--- config.mk ---
export PLATFORM = sky130hd
export DESIGN_NAME = parking_gate_controller_flat
export DESIGN_NICKNAME = d
export VERILOG_FILES = /design/src/rtl/parking_gate_if.sv /design/src/rtl/parking_gate_controller.sv /design/src/flat_wrapper.sv
export SDC_FILE = /design/constraint.sdc
export NUM_CORES = 1
export LEC_CHECK = 0
export CORE_MARGIN = 3
export CORE_UTILIZATION = 50
export CTS_CLUSTER_SIZE = 10
export DETAILED_ROUTE_END_ITERATION = 8
export HOLD_SLACK_MARGIN = 0.12
export PLACE_DENSITY_LB_ADDON = 0.3
export SETUP_SLACK_MARGIN = 0.3
export SLEW_MARGIN = 20
export SYNTH_ARGS = -nofsm -noshare
export SYNTH_HDL_FRONTEND = slang
export SYNTH_SLANG_ARGS = --single-unit
--- constraint.sdc ---
create_clock -name clock -period 2 [get_ports clock]
set_input_delay 0.4 -clock clock [delete_from_list [all_inputs] [get_ports clock]]
set_output_delay 0.4 -clock clock [all_outputs]
set_load 0.005 [all_outputs]
--- src/rtl/parking_gate_if.sv ---
// Signal bundle between the gate controller and its environment: raw lane
// sensors and occupancy-counter status in, barrier commands and counter
// pulses out.
interface parking_gate_if;
    logic entry_sensor;
    logic exit_sensor;
    logic full_signal;
    logic empty_signal;
    logic entry_gate_open;
    logic exit_gate_open;
    logic entry_denied;
    logic car_arrival;
    logic car_departure;

    // Controller side: consumes sensors and counter status, drives gates and pulses.
    modport master (
        input  entry_sensor, exit_sensor, full_signal, empty_signal,
        output entry_gate_open, exit_gate_open, entry_denied,
               car_arrival, car_departure
    );

    // Environment side: lane sensors, occupancy counter and observers.
    modport slave (
        output entry_sensor, exit_sensor, full_signal, empty_signal,
        input  entry_gate_open, exit_gate_open, entry_denied,
               car_arrival, car_departure
    );
endinterface

--- src/rtl/parking_gate_controller.sv ---
// Entry/exit barrier controller for a car park. Each raw lane sensor is
// synchronized and debounced, then drives its own barrier FSM. Entry is
// refused while the occupancy counter reports full; exit is never blocked.
// Arrival/departure pulses feed the occupancy counter and never coincide.
module parking_gate_controller #(
    parameter int unsigned DEBOUNCE_CYCLES = 4,  // legal range 2..255
    parameter int unsigned CNT_W           = 8   // must hold DEBOUNCE_CYCLES-1
) (
    input  logic           clock,
    input  logic           reset,
    parking_gate_if.master gate
);

    localparam logic [CNT_W-1:0] CNT_LAST = CNT_W'(DEBOUNCE_CYCLES - 1);

    typedef enum logic [1:0] {
        E_IDLE = 2'd0,
        E_OPEN = 2'd1,
        E_DENY = 2'd2
    } entry_state_t;

    typedef enum logic {
        X_IDLE = 1'b0,
        X_OPEN = 1'b1
    } exit_state_t;

    // Lane 0 is the entry sensor, lane 1 the exit sensor.
    logic [1:0] raw_sensor;
    logic [1:0] deb_level;
    logic       deb_entry;
    logic       deb_exit;

    // empty_signal is status only; exits proceed regardless.
    logic       unused_empty;

    assign raw_sensor   = {gate.exit_sensor, gate.entry_sensor};
    assign deb_entry    = deb_level[0];
    assign deb_exit     = deb_level[1];
    assign unused_empty = gate.empty_signal;

    // ------------------------------------------------------------------
    // Per-lane synchronizer and debouncer
    // ------------------------------------------------------------------
    for (genvar g = 0; g < 2; g++) begin : g_lane
        logic             sync1_q;
        logic             sync2_q;
        logic             deb_q;
        logic             deb_d;
        logic [CNT_W-1:0] cnt_q;
        logic [CNT_W-1:0] cnt_d;

        // Two-flop synchronizer for the asynchronous raw sensor.
        always_ff @(posedge clock or posedge reset) begin
            if (reset) begin
                sync1_q <= 1'b0;
                sync2_q <= 1'b0;
            end else begin
                // NOTE: non-blocking so sync2_q takes the previous sync1_q,
                // giving two real flop stages instead of a single wire-through.
                sync1_q <= raw_sensor[g];
                sync2_q <= sync1_q;
            end
        end

        // Accept a new level only after it has differed for DEBOUNCE_CYCLES cycles.
        always_comb begin
            // NOTE: defaults first so every path assigns both outputs and no
            // latch is inferred.
            deb_d = deb_q;
            cnt_d = cnt_q;
            if (sync2_q == deb_q) begin
                cnt_d = '0;
            end else if (cnt_q == CNT_LAST) begin
                deb_d = sync2_q;
                cnt_d = '0;
            end else begin
                cnt_d = cnt_q + 1'b1;
            end
        end

        // Debounced level and run-length counter registers.
        always_ff @(posedge clock or posedge reset) begin
            if (reset) begin
                deb_q <= 1'b0;
                cnt_q <= '0;
            end else begin
                deb_q <= deb_d;
                cnt_q <= cnt_d;
            end
        end

        assign deb_level[g] = deb_q;
    end

    // ------------------------------------------------------------------
    // Entry barrier FSM
    // ------------------------------------------------------------------
    entry_state_t entry_state_q;
    entry_state_t entry_state_d;
    logic         entry_open;
    logic         entry_deny;
    logic         arrival_req;

    // Entry FSM state register.
    always_ff @(posedge clock or posedge reset) begin
        if (reset) begin
            entry_state_q <= E_IDLE;
        end else begin
            entry_state_q <= entry_state_d;
        end
    end

    // Entry next state: full_signal is consulted only when a car first arrives.
    always_comb begin
        entry_state_d = entry_state_q;
        unique case (entry_state_q)
            E_IDLE: begin
                if (deb_entry) begin
                    entry_state_d = gate.full_signal ? E_DENY : E_OPEN;
                end
            end
            E_OPEN: begin
                if (!deb_entry) begin
                    entry_state_d = E_IDLE;
                end
            end
            E_DENY: begin
                if (!deb_entry) begin
                    entry_state_d = E_IDLE;
                end
            end
            default: entry_state_d = E_IDLE;
        endcase
    end

    // Entry outputs decoded from state; a car leaving E_OPEN requests an arrival.
    always_comb begin
        entry_open  = (entry_state_q == E_OPEN);
        entry_deny  = (entry_state_q == E_DENY);
        arrival_req = entry_open && !deb_entry;
    end

    // ------------------------------------------------------------------
    // Exit barrier FSM
    // ------------------------------------------------------------------
    exit_state_t exit_state_q;
    exit_state_t exit_state_d;
    logic        exit_open;
    logic        departure_req;

    // Exit FSM state register.
    always_ff @(posedge clock or posedge reset) begin
        if (reset) begin
            exit_state_q <= X_IDLE;
        end else begin
            exit_state_q <= exit_state_d;
        end
    end

    // Exit next state: never blocked, not even when the lot reports empty.
    always_comb begin
        exit_state_d = exit_state_q;
        unique case (exit_state_q)
            X_IDLE: begin
                if (deb_exit) begin
                    exit_state_d = X_OPEN;
                end
            end
            X_OPEN: begin
                if (!deb_exit) begin
                    exit_state_d = X_IDLE;
                end
            end
            default: exit_state_d = X_IDLE;
        endcase
    end

    // Exit outputs decoded from state; a car leaving X_OPEN requests a departure.
    always_comb begin
        exit_open     = (exit_state_q == X_OPEN);
        departure_req = exit_open && !deb_exit;
    end

    // ------------------------------------------------------------------
    // Counter pulse arbitration
    // ------------------------------------------------------------------
    logic car_arrival_q;
    logic car_arrival_d;
    logic car_departure_q;
    logic car_departure_d;
    logic dep_pending_q;
    logic dep_pending_d;
    logic departure_due;

    // Arrival wins a collision; the departure is parked one cycle and sent next.
    always_comb begin
        departure_due   = departure_req | dep_pending_q;
        car_arrival_d   = arrival_req;
        car_departure_d = departure_due & ~arrival_req;
        dep_pending_d   = departure_due & arrival_req;
    end

    // Registered pulses and the deferred-departure flag.
    always_ff @(posedge clock or posedge reset) begin
        if (reset) begin
            car_arrival_q   <= 1'b0;
            car_departure_q <= 1'b0;
            dep_pending_q   <= 1'b0;
        end else begin
            car_arrival_q   <= car_arrival_d;
            car_departure_q <= car_departure_d;
            dep_pending_q   <= dep_pending_d;
        end
    end

    assign gate.entry_gate_open = entry_open;
    assign gate.exit_gate_open  = exit_open;
    assign gate.entry_denied    = entry_deny;
    assign gate.car_arrival     = car_arrival_q;
    assign gate.car_departure   = car_departure_q;

endmodule
--- src/flat_wrapper.sv ---
// flat-port wrapper written by rule: the top's interface ports become plain ports
module parking_gate_controller_flat 
#(
    parameter int unsigned DEBOUNCE_CYCLES = 4,                       
    parameter int unsigned CNT_W           = 8                                 
)
  (clock, reset, gate_entry_sensor, gate_exit_sensor, gate_full_signal, gate_empty_signal, gate_entry_gate_open, gate_exit_gate_open, gate_entry_denied, gate_car_arrival, gate_car_departure);
  parking_gate_if gate_i ();
  input  logic clock;
  input  logic reset;
  input wire logic [$bits(gate_i.entry_sensor)-1:0] gate_entry_sensor;
  input wire logic [$bits(gate_i.exit_sensor)-1:0] gate_exit_sensor;
  input wire logic [$bits(gate_i.full_signal)-1:0] gate_full_signal;
  input wire logic [$bits(gate_i.empty_signal)-1:0] gate_empty_signal;
  output wire logic [$bits(gate_i.entry_gate_open)-1:0] gate_entry_gate_open;
  output wire logic [$bits(gate_i.exit_gate_open)-1:0] gate_exit_gate_open;
  output wire logic [$bits(gate_i.entry_denied)-1:0] gate_entry_denied;
  output wire logic [$bits(gate_i.car_arrival)-1:0] gate_car_arrival;
  output wire logic [$bits(gate_i.car_departure)-1:0] gate_car_departure;
  assign gate_i.entry_sensor = gate_entry_sensor;
  assign gate_i.exit_sensor = gate_exit_sensor;
  assign gate_i.full_signal = gate_full_signal;
  assign gate_i.empty_signal = gate_empty_signal;
  assign gate_entry_gate_open = gate_i.entry_gate_open;
  assign gate_exit_gate_open = gate_i.exit_gate_open;
  assign gate_entry_denied = gate_i.entry_denied;
  assign gate_car_arrival = gate_i.car_arrival;
  assign gate_car_departure = gate_i.car_departure;
  parking_gate_controller #(.DEBOUNCE_CYCLES(DEBOUNCE_CYCLES), .CNT_W(CNT_W)) u_core (.clock(clock), .reset(reset), .gate(gate_i));
endmodule
==> out/results.ini, run 1 <==
[setup_path]
criticalPathCategory=reg2out
cp_max_fo=3
end_kind=output port
cp-start-kind=flip-flop
r2r_slack_ns=0.55
worstPathRequired_ns=1.60
r2r_end=u_core.deb_entry$_DFFE_PP0P_
arrival_ns=1.24
rr_worst_depth=4
r2r_start=u_core.g_lane[0].cnt_q[0]$_DFF_PP0_

[timing]
tightest_slew_ns=0.335
fin_skew_ns=0.0118
setup_viol=0
hold_viol=0
fin_crit_sh_pct=82.1
fin_crit_ns=1.64
rsz0062_at_grt=false
setup_slack_ns=0.359
slew_violations=0
relSlewSlack_pct=77.5
fin_hold_ws_ns=0.375
fin_tns_setup_ns=0
fmax_mhz=609

[drt]
antenna_left=0
routed_wl_mm=2.09
viasPerCell=5.47
first_pass_iters=4
wl_per_cell_um=13.4
drc=0
first_iter_violations=7
num_vias=854

[cts]
cts_tree=built
cts_buffers=3
insertion_delay_ns=0.33
clk_path_buf_depth=2
htreeDepth=1
cts.sinks=28
clk_pin_slew_ns=0.16
root_buffer=clkbuf_4

[worst_hold_path]
worstHoldStart=u_core.g_lane[1].sync1_q$_DFF_PP0_
min_path_type=reg2reg
min_to=u_core.g_lane[1].sync2_q$_DFF_PP0_
hold_depth=0

[yosys]
synth_area_per_cell_sq_um=11.2
yosysUniqueCellTypes=23
syn-cell-area_sq_um=1270
syn-instance-count=113
synth_nets=126
synth.ff_latch_count=28
yosys_warnings=0
ys_seq_area_share_pct=55.3

[placed_design]
place_hpwl_mm=1.45
pre_cts_slack_ns=0.456
routabilityCongestion=0.783
numPortBuffers=9
dp.cells=150
dpl_cell_area_sq_um=1390

[global_routing]
grt_pass1_vias=896
antenna_found_initial=0
grt_usage_pct=15.1
grt_pass1_wl_mm=3.82
grt_max_degree=29
grt_overflow=0

[cells_and_area]
final_util_pct=63.7
syn_to_final_growth_pct=15.5
nFillCells=186
diodes=0
postLayoutCellArea_sq_um=1460
nets=142
layout_commonest_cell=dfrtp_1
final_layout_size_suffix_gt1_share_pct=13.3
final_cell_mix=28 x dfrtp_1, 11 x nor2_1, 8 x nand3_1
finalNonFillerCells=156

[run]
maxCapViolCount=0

[floorplan]
start_util_pct=55.1
ios=11
core_area_sq_um=2300
die_w_um=56.3
die-area_sq_um=3170
num_rows=17
die_h_um=56.3

[pwr]
p_leak_nw=0.686
powerDensity_nw_per_um2=1110
irDropWorstVdd_mv=1.09
power.total_mw=1.63

[run_status]
status=completed

==> how the worst max path moves through the flow <==
stage	startpoint	end	slack (ns)	cells after the start
3_5_place_dp	u_core.entry_state_q[0]$_DFFE_PP0P_	gate_entry_denied	0.46	3
3_3_place_gp	u_core.entry_state_q[0]$_DFFE_PP0P_	gate_entry_denied	0.50	3
5_1_grt	u_core.entry_state_q[1]$_DFFE_PP0P_	gate_entry_gate_open	0.30	3
2_1_floorplan	u_core.entry_state_q[0]$_DFFE_PP0P_	u_core.entry_state_q[1]$_DFFE_PP0P_	0.70	4
6_report	u_core.entry_state_q[0]$_DFFE_PP0P_	gate_entry_gate_open	0.36	2
4_1_cts	u_core.entry_state_q[0]$_DFFE_PP0P_	gate_entry_denied	0.08	3
==> state kept, by name, summed over array words and instances, names as in the netlist <==
signal                      flops
u_core.gate.exit_gate_open      1
u_core.entry_state_q            2
u_core.g_lane.cnt_q            16
u_core.dep_pending_q            1
u_core.g_lane.sync2_q           2
u_core.gate.car_arrival         1
u_core.g_lane.sync1_q           2
u_core.gate.car_departure       1
u_core.deb_entry                1
u_core.deb_exit                 1
==> power breakdown <==
part	total (mW)	internal, mW	switching [mW]
clock network	0.371	0.203	0.169
logic	0.467	0.240	0.227
registers	0.792	0.668	0.123
==> worst max-delay path, cell delays in order, from the launching register on <==
cell,delay (ns)
dfrtp_1,0.43
ha_1,0.22
dlygate4sd2_1,0.26
==> layout make-up <==
cell class | count | area, sq um | share of cell area [%]
clock buffers | 3 | 22.5 | 1.54
clock inverters | 1 | 30.0 | 2.05
inverters | 9 | 33.8 | 2.31
multi-input cells | 75 | 527 | 36.0
flip-flops and latches | 28 | 701 | 47.9
well taps | 28 | 35.0 | 2.40
repair buffers | 12 | 114 | 7.78
==> kinds of logic (layout without fill, tap and decap cells) <==
family,after synthesis,count (layout),share of synthesized area [%]
and+or+nand+nor,38,38,17.2
DFF,28,28,55.3
AOI/OAI and AO/OA,19,19,9.39
buffers and inverters,10,25,3.06
xor gates and xnor gates,8,8,5.53
adders and majority gates,7,7,6.92
muxes,3,3,2.57
==> cell usage after synthesis <==
master / instances / area [sq um]
a21o_1: 2 / 15.0
a21oi_1: 6 / 30.0
a21oi_2: 2 / 17.5
a22oi_1: 1 / 7.51
a31o_1: 1 / 8.76
a32o_1: 1 / 10.0
clkbuf_2: 1 / 5.00
dfrtp_1: 28 / 701
ha_1: 7 / 87.6
inv_1: 9 / 33.8
mux2_2: 2 / 22.5
mux2i_1: 1 / 10.0
nand2_1: 4 / 15.0
nand3_1: 8 / 40.0
nand4_2: 2 / 25.0
nor2_1: 11 / 41.3
nor2b_1: 3 / 18.8
nor3_1: 2 / 10.0
nor4b_2: 2 / 30.0
o21ai_0: 6 / 30.0
or3_1: 6 / 37.5
xnor2_1: 4 / 35.0
xor2_1: 4 / 35.0
==> layer usage <==
| metal | part of all wire (%) | wire length, um | track usage, % |
|---|---|---|---|
| met5 | 0 | 0 | 0 |
| met1 | 42 | 883 | 17.4 |
| met4 | 0.96 | 20 | 4.41 |
| met2 | 53 | 1100 | 26.5 |
| met3 | 3.8 | 79 | 5.06 |
==> what timing repair did <==
item                       CTS  global route
gates resized for setup      1             3
gates cloned                 0             0
hold endpoints to repair     0             0
hold buffers                 0             0
buffers inserted             1             1
setup endpoints to repair    2             2
No activity file was read; power rests on OpenSTA's default activity.
==> run 2: changes to the inputs <==
clock period = 1.3 ns   (was 2 ns; I/O delays follow)
==> run 2 against run 1 <==
The run now ends with setup timing left. Clock-buffer cell count grew 1. Combinational power grew to 3.5 times the previous value. Design area rose by 27%. Sequential share of layout area is 10 points lower. Largest cell class is now multi-input combinational cells.
==> out/results.ini, run 2 (synthesized netlist as in run 1, its figures left out) <==
[cts]
insertion_delay_ns=0.32  ; about the same
cts_tree=built
clk_pin_slew_ns=0.14  ; -0.02 ns
cts.sinks=28  ; unchanged
htreeDepth=1  ; unchanged
clk_path_buf_depth=2  ; unchanged
root_buffer=clkbuf_4
cts_buffers=3  ; unchanged

[drt]
antenna_left=0  ; unchanged
routed_wl_mm=2.81  ; +35%
num_vias=982  ; +15%
drc=0  ; unchanged
first_pass_iters=4  ; unchanged
wl_per_cell_um=15.7  ; +17%
first_iter_violations=12  ; +5
viasPerCell=5.49  ; +0.21%

[cells_and_area]
multi_input_area_sq_um=743  ; +41%
largest_reg_flops=16  ; unchanged
final_cell_mix=24 x dfrtp_1, 16 x buf_4, 9 x buf_6, 7 x inv_1, 7 x a21oi_2
final_layout_size_suffix_gt1_share_pct=54.3  ; +41 points
diodes=0  ; unchanged
nFillCells=123  ; -34%
regMostFlops=u_core.g_lane.cnt_q
syn_to_final_growth_pct=46.9
regArea_sq_um=706  ; +0.71%
layout_commonest_cell=dfrtp_1
nets=165  ; +16%

[setup_path]
r2r_slack_ns=-0.12  ; -0.67 ns
worstPathRequired_ns=1.52  ; -0.08 ns
criticalPathCategory=reg2reg
arrival_ns=1.64  ; +0.40 ns
r2r_end=u_core.entry_state_q[1]$_DFFE_PP0P_
cp-start-kind=flip-flop
cp-endpoint=u_core.entry_state_q[1]$_DFFE_PP0P_
timing.critical_path.from=u_core.entry_state_q[0]$_DFFE_PP0P_
end_kind=flip-flop
rr_worst_depth=6  ; +2
cp_max_fo=3  ; unchanged
r2r_start=u_core.entry_state_q[0]$_DFFE_PP0P_

[pwr]
switchingPower_mw=1.14  ; +120%
powerDensity_nw_per_um2=1750  ; +57%
combPwrFrac_pct=50.6  ; +22 points
p_int_mw=2.12  ; +91%
irDropWorstVdd_mv=1.30  ; +19%
sw_frac_of_total_pct=34.9  ; +3.1 points
seqPwrFrac_pct=36.9  ; -12 points
p_leak_nw=0.808  ; +18%
p_clk_share_pct=12.5  ; -10 points

[global_routing]
antenna_found_initial=0  ; unchanged
grt_max_degree=29  ; unchanged
grt_usage_pct=18.4  ; +3.3 points
grt_pass1_wl_mm=4.58  ; +20%
grt_overflow=0  ; unchanged
grt_pass1_vias=1055  ; +18%

[timing]
tightest_slew_ns=0.347  ; +0.0118 ns
rsz0062_at_grt=true
hold_viol=0  ; unchanged
fin_crit_ns=1.42
fin_skew_ns=0.00497  ; -0.00682 ns
setup_slack_ns=-0.119  ; -0.478 ns
fin_crit_sh_pct=109
fin_hold_ws_ns=0.257  ; -0.118 ns
fmax_mhz=705
relSlewSlack_pct=76.9  ; -0.62 points
slew_violations=0  ; unchanged
setup_viol=13  ; +13
fin_tns_setup_ns=-0.572  ; -0.572 ns

[placed_design]
routabilityCongestion=0.730  ; -6.8%
place_hpwl_mm=1.68  ; +15%
pre_cts_slack_ns=-0.0627  ; -0.518 ns
numPortBuffers=9  ; unchanged

[run_status]
violations=setup timing
status=finished, violations left

[floorplan]
ios=11  ; unchanged
die-area_sq_um=3170  ; unchanged
die_h_um=56.3  ; unchanged
core_area_sq_um=2300  ; unchanged
die_w_um=56.3  ; unchanged
num_rows=17  ; unchanged
start_util_pct=55.1  ; unchanged

[run]
maxCapViolCount=0  ; unchanged

[worst_hold_path]
min_path_type=in2async

## run 2: how the worst min path moves through the flow
stage	startpoint	end	slack (ns)	cells after the start
finish	reset	u_core.dep_pending_q$_DFF_PP0_	0.26	3
global route	reset	u_core.deb_exit$_DFFE_PP0P_	0.26	3
CTS	reset	u_core.gate.exit_gate_open$_DFF_PP0_	0.25	3
detailed placement	u_core.g_lane[1].sync1_q$_DFF_PP0_	u_core.g_lane[1].sync2_q$_DFF_PP0_	0.34	0
global placement	u_core.g_lane[1].sync1_q$_DFF_PP0_	u_core.g_lane[1].sync2_q$_DFF_PP0_	0.34	0
floorplan	gate_entry_sensor	u_core.g_lane[0].sync1_q$_DFF_PP0_	0.29	0
## run 2: power by group through the flow
stage	combinational [mW]	clock (mW)	sequential, mW
2_1_floorplan	0.562	0	1.18
3_3_place_gp	0.865	0	1.20
3_5_place_dp	0.919	0	1.21
4_1_cts	1.45	0.429	1.19
5_1_grt	1.78	0.470	1.23
6_report	1.65	0.408	1.20
## run 2: stage by stage
step                      cells  power [mW]  utilization, %  area (sq um)
after floorplan             113        1.74               -          1300
after global placement      158        2.06            65.4          1500
after detailed placement    158        2.13            65.4          1500
after CTS                   177        3.06            77.7          1780
after global routing        179        3.48            81.0          1860
final                       179        3.26            81.0          1860
## run 2: critical path, cell delays in order (launching register included)
cell     delay [ns]
dfrtp_1        0.40
buf_4          0.13
inv_2          0.04
buf_4          0.10
ha_4           0.19
mux2_4         0.26
a32o_1         0.20
## run 2: repair_timing
| item | 4_1_cts | 5_1_grt |
|---|---|---|
| resized for setup | 61 | 15 |
| setup buffers | 15 | 2 |
| setup endpoints to repair | 27 | 27 |
| cloned | 0 | 0 |
| pin swaps | 16 | 8 |
| hold buffers | 0 | 0 |
## run 2: layout make-up
class	count	share of cell area, %
tap	28	1.88
inverter	9	1.82
sequential	28	37.9
clock buffer	4	1.95
timing repair buffer	35	16.5
multi-input combinational	75	39.9
## run 2: metal layers
metal	up-vias	share of wire (%)	wire length, um	global-route usage (%)
met3	6	2.7	77	2.76
li1	465	-	-	-
met1	495	41	1140	20.2
met4	0	1.4	40	6.78
met2	16	55	1550	35.1
met5	-	0	0	0
==> patch 1, RTL diff (config.mk and constraints of run 1) <==
`CNT_W` is set to 8 in 2 places; all go to 9.
--- a/src/rtl/parking_gate_controller.sv
+++ b/src/rtl/parking_gate_controller.sv
@@ -4,7 +4,7 @@
 // Arrival/departure pulses feed the occupancy counter and never coincide.
 module parking_gate_controller #(
     parameter int unsigned DEBOUNCE_CYCLES = 4,  // legal range 2..255
-    parameter int unsigned CNT_W           = 8   // must hold DEBOUNCE_CYCLES-1
+    parameter int unsigned CNT_W           = 9   // must hold DEBOUNCE_CYCLES-1
 ) (
     input  logic           clock,
     input  logic           reset,
--- a/src/flat_wrapper.sv
+++ b/src/flat_wrapper.sv
@@ -2,7 +2,7 @@
 module parking_gate_controller_flat 
 #(
     parameter int unsigned DEBOUNCE_CYCLES = 4,                       
-    parameter int unsigned CNT_W           = 8                                 
+    parameter int unsigned CNT_W           = 9                                 
 )
   (clock, reset, gate_entry_sensor, gate_exit_sensor, gate_full_signal, gate_empty_signal, gate_entry_gate_open, gate_exit_gate_open, gate_entry_denied, gate_car_arrival, gate_car_departure);
   parking_gate_if gate_i ();
Formal check against the unedited RTL: same outputs for any inputs over 10 cycles, from zero or initial values and one cycle with reset high; that may be too few to reach the edited logic, so the function may still have changed.
==> patch 1 against run 1 <==
Area after synthesis increased by 3.4%. Wire length is 8.7% higher. Count of clock-buffer cells in the layout grew 4. Sequential power is 3.8% higher. Worst setup slack lost 0.0074 ns. Power rose by 5.7%. Fmax is 0.45% lower. Cell count grew 6.4%. Combinational power up 13%. First-iteration DRC count rose to 3.9 times the old value. Sequential cell count grew 2. Final area grew 5.3%.
==> patch 1: results <==
metrics = {
    "worst_setup_path": {
        "reg2reg_to": "u_core.deb_exit$_DFFE_PP0P_",
        "r2r_start": "u_core.g_lane[1].cnt_q[0]$_DFF_PP0_",
        "r2r_slack_ns": 0.37,
        "cpPeakStageDelay_ns": 0.41,
    },
    "global_routing": {
        "grt_max_degree": 31,
        "first_global_vias": 920,
        "met2_usage": 0.246,
        "grt_util_met1": 0.200,
        "grt_usage": 0.161,
        "use_met3": 0.0724,
        "grt_pass1_wl_um": 4030,
    },
    "routing": {
        "wl_met1_um": 1050,
        "routedWlPerCell_um": 13.7,
        "wl_met3_um": 115,
        "drtIter0Drc": 27,
        "wl_met2_um": 1050,
        "via_per_inst": 5.62,
    },
    "synth": {
        "synth.distinct_cells": 28,
        "syn_avg_cell_area_um2": 11.2,
        "synth_seq_cells": 30,
        "ys_seq_area_frac": 0.574,
        "ys_top_cells_by_count": "30 x dfrtp_1, 10 x nor2_1, 9 x a21oi_1, 9 x o21ai_0, 8 x or3_1",
        "synth_nets": 128,
        "synthTopCellsByArea": "dfrtp_1 57%, ha_1 4.8%, or3_1 3.8%",
    },
    "final_layout": {
        "fillerInstances": 177,
        "layout.cells.non_filler": 166,
        "clkCellAreaFrac": 0.0390,
        "seqAreaFraction": 0.487,
        "largest_register_ffs": 18,
        "multi_input_area_um2": 546,
        "drive_above_1_share": 0.159,
        "inverters": 6,
        "n_clock_buffer": 7,
        "buf_share": 0.0820,
    },
    "power": {
        "pwr_density_cell_nw_per_um2": 1120,
        "peakVddDrop_v": 0.000807,
        "p_leak_uw": 0.000668,
    },
    "timing": {
        "holdWs_ns": 0.352,
        "worst_pin_slew_ns": 0.392,
        "fin_worst_skew_ns": 0.00897,
    },
    "place": {
        "placed_cells": 154,
        "gp_congestion": 0.784,
        "place_ws_ns": 0.284,
        "dp_hpwl_um": 1490,
        "place_area_um2": 1440,
    },
    "hold_path": {
        "holdCritStartpoint": "u_core.g_lane[1].sync1_q$_DFF_PP0_",
    },
    "clock_network": {
        "postCtsSetupBuffers": 3,
        "path_clk_slew_ns": 0.10,
        "cts_made_buffers": 5,
        "clock_latency_ns": 0.32,
        "ctsResizeCount": 7,
        "cts_htree_levels": 2,
    },
    "die": {
        "core_area_um2": 2340,
    },
    "run_status": {
        "status": "finished clean",
    },
}
[patch 1: cell types whose count changed after synthesis, sizes merged, moves of 2 or more]
cell and delta:
or3 +2, ha -2, dfrtp +2, o21ai +4
inv -3, nor3 -2
[patch 1: cell families (layout without fill, tap and decap cells)]
kind of cell,count (synthesis),count (layout),synth area share
and+or+nand+nor,42,42,0.178
xor gates and xnor gates,8,8,0.0535
muxes,3,3,0.0249
adders and majority gates,5,5,0.0478
DFF,30,30,0.574
AOI/OAI and AO/OA,22,22,0.101
buffers and inverters,7,28,0.0210
[patch 1: worst max-delay path: cells and delay by family (launching register included)]
kind	cells	cell delay (ns)
DFF	1	0.41
buffers and inverters	3	0.34
adders and majority gates	1	0.19
[patch 1: how the worst max path moves through the flow]
stage	startpoint	to	slack, ns	cells past startpoint
2_1_floorplan	u_core.g_lane[1].cnt_q[0]$_DFF_PP0_	u_core.deb_exit$_DFFE_PP0P_	0.38	4
3_3_place_gp	u_core.g_lane[1].cnt_q[0]$_DFF_PP0_	u_core.deb_exit$_DFFE_PP0P_	0.31	4
3_5_place_dp	u_core.g_lane[1].cnt_q[0]$_DFF_PP0_	u_core.deb_exit$_DFFE_PP0P_	0.28	4
4_1_cts	u_core.entry_state_q[1]$_DFFE_PP0P_	gate_entry_gate_open	0.28	4
5_1_grt	u_core.entry_state_q[1]$_DFFE_PP0P_	gate_entry_gate_open	0.28	4
6_report	u_core.entry_state_q[1]$_DFFE_PP0P_	gate_entry_gate_open	0.35	4
[patch 1: power by group]
group | leakage [uW] | internal [uW] | switching, uW | total [uW]
registers | 0.000396 | 713 | 108 | 822
clock network | 0.0000353 | 170 | 203 | 373
logic | 0.000236 | 271 | 257 | 528
total | 0.000668 | 1150 | 569 | 1720
==> patch 2, RTL diff (flow settings as in run 1) <==
Without the edit above. Make the reset (`reset`) synchronous in 5 clocked blocks. Comments in the files are not updated.
--- a/src/rtl/parking_gate_controller.sv
+++ b/src/rtl/parking_gate_controller.sv
@@ -50,7 +50,7 @@
         logic [CNT_W-1:0] cnt_d;
 
         // Two-flop synchronizer for the asynchronous raw sensor.
-        always_ff @(posedge clock or posedge reset) begin
+        always_ff @(posedge clock) begin
             if (reset) begin
                 sync1_q <= 1'b0;
                 sync2_q <= 1'b0;
@@ -79,7 +79,7 @@
         end
 
         // Debounced level and run-length counter registers.
-        always_ff @(posedge clock or posedge reset) begin
+        always_ff @(posedge clock) begin
             if (reset) begin
                 deb_q <= 1'b0;
                 cnt_q <= '0;
@@ -102,7 +102,7 @@
     logic         arrival_req;
 
     // Entry FSM state register.
-    always_ff @(posedge clock or posedge reset) begin
+    always_ff @(posedge clock) begin
         if (reset) begin
             entry_state_q <= E_IDLE;
         end else begin
@@ -149,7 +149,7 @@
     logic        departure_req;
 
     // Exit FSM state register.
-    always_ff @(posedge clock or posedge reset) begin
+    always_ff @(posedge clock) begin
         if (reset) begin
             exit_state_q <= X_IDLE;
         end else begin
@@ -201,7 +201,7 @@
     end
 
     // Registered pulses and the deferred-departure flag.
-    always_ff @(posedge clock or posedge reset) begin
+    always_ff @(posedge clock) begin
         if (reset) begin
             car_arrival_q   <= 1'b0;
             car_departure_q <= 1'b0;
Behaviour: differs if reset is asserted again (counterexample within 10 cycles, from zero or initial values and one cycle with reset high); with reset held inactive, the same outputs for 10 cycles.
==> patch 2 against run 1 <==
Sequential share of layout area decreased by 6.1 points. Sequential cell count unchanged. Area after synthesis decreased by 9.0%. First-iteration DRC count increased by 43%. Worst setup slack got worse by 0.031 ns. Cell count increased by 10%. Final area decreased by 7.2%. Die area decreased by 8.1%. Utilization increased by 2.2 points. Critical path depth increased by 1. Wire length decreased by 9.5%. Critical path type unchanged. Largest cell class unchanged.
Power is not compared: it rests on default switching activity, and its combinational part moved more than twofold at a synthesized area within 25%.
==> patch 2: results <==
metrics = {
    "run_status": {
        "status": "finished clean",
    },
    "global_routing": {
        "first_global_vias": 807,
        "grt_pass1_wl_um": 3150,
        "grt_usage": 0.147,
    },
    "synth": {
        "synth_compound_area_frac": 0.116,
        "synthTopCellsByArea": "dfxtp_1 49%, ha_1 5.4%, a21oi_1 5.2%",
        "async_reset_ff_frac": 0,
        "synth.distinct_cells": 25,
        "yosys.area_share.adder": 0.0543,
        "ys_top_cells_by_count": "28 x dfxtp_1, 12 x a21oi_1, 12 x nor2_1, 10 x inv_1, 10 x o21ai_0",
        "ys_seq_area_frac": 0.486,
    },
    "worst_setup_path": {
        "worstSetupStartpoint": "u_core.entry_state_q[0]$_SDFFE_PP0P_",
        "critPathMaxFanout": 4,
        "crit_arrival_ns": 1.27,
        "slowest_stage": "dfxtp_2",
    },
    "clock_network": {
        "ctsResizeCount": 3,
    },
    "routing": {
        "drtIter0Drc": 10,
        "via_per_inst": 5.33,
        "finalWirelength_um": 1890,
    },
    "timing": {
        "worst_pin_slew_ns": 0.283,
        "fin_worst_skew_ns": 0.00801,
    },
    "hold_path": {
        "holdCritStartpoint": "u_core.g_lane[1].cnt_q[0]$_SDFF_PP0_",
    },
    "place": {
        "dp_hpwl_um": 1410,
        "gp_congestion": 0.777,
    },
    "final_layout": {
        "layout.nets": 157,
        "drive_above_1_share": 0.124,
    },
}
==> patch 2: cell types whose count changed after synthesis, moves of 3 or more <==
cell | before | now
dfrtp_1 | 28 | 0
dfxtp_1 | 0 | 28
a21oi_1 | 6 | 12
xnor2_1 | 4 | 1
o21ai_0 | 6 | 10
==> patch 2: per-stage QoR <==
stage / power (uW) / instance area, um2 / setup WS [ns] / cells / hold slack (ns)
after floorplan: 590 / 1150 / 0.421 / 128 / 0.414
after global placement: 603 / 1290 / 0.375 / 165 / 0.431
after detailed placement: 604 / 1290 / 0.341 / 165 / 0.446
after CTS: 876 / 1330 / 0.176 / 170 / 0.467
after global routing: 889 / 1360 / 0.270 / 172 / 0.476
final: 857 / 1360 / 0.328 / 172 / 0.452
==> patch 2: routing by layer <==
layer / routed length (um) / vias to the layer above / track usage
li1: - / 476 / -
met1: 869 / 421 / 0.153
met2: 926 / 15 / 0.278
met3: 82 / 4 / 0.0582
met4: 8 / 0 / 0.0249
met5: 0 / - / 0
==> patch 2: final cells by class <==
class                   count  area [um2]
fillers                   176         704
clock buffers               4        36.3
inverters                  10        37.5
multi-input cells          89         553
well taps                  27        33.8
flip-flops and latches     28         568
repair buffers             14         129
==> patch 2: critical path, delay by kind of cell (launching register included) <==
| family | cells | cell delay, ns |
|---|---|---|
| buffers and inverters | 2 | 0.39 |
| DFF | 1 | 0.36 |
| adders and majority gates | 1 | 0.20 |
==> patch 2: worst paths after layout <==
kind,slack [ns],endpoint,depth (start not counted)
min reg2reg,0.45,u_core.g_lane[1].cnt_q[0]$_SDFF_PP0_,1
max reg2reg,0.41,u_core.g_lane[1].cnt_q[7]$_SDFF_PP0_,5
min,0.45,u_core.g_lane[1].cnt_q[0]$_SDFF_PP0_,1
max,0.33,gate_entry_gate_open,3
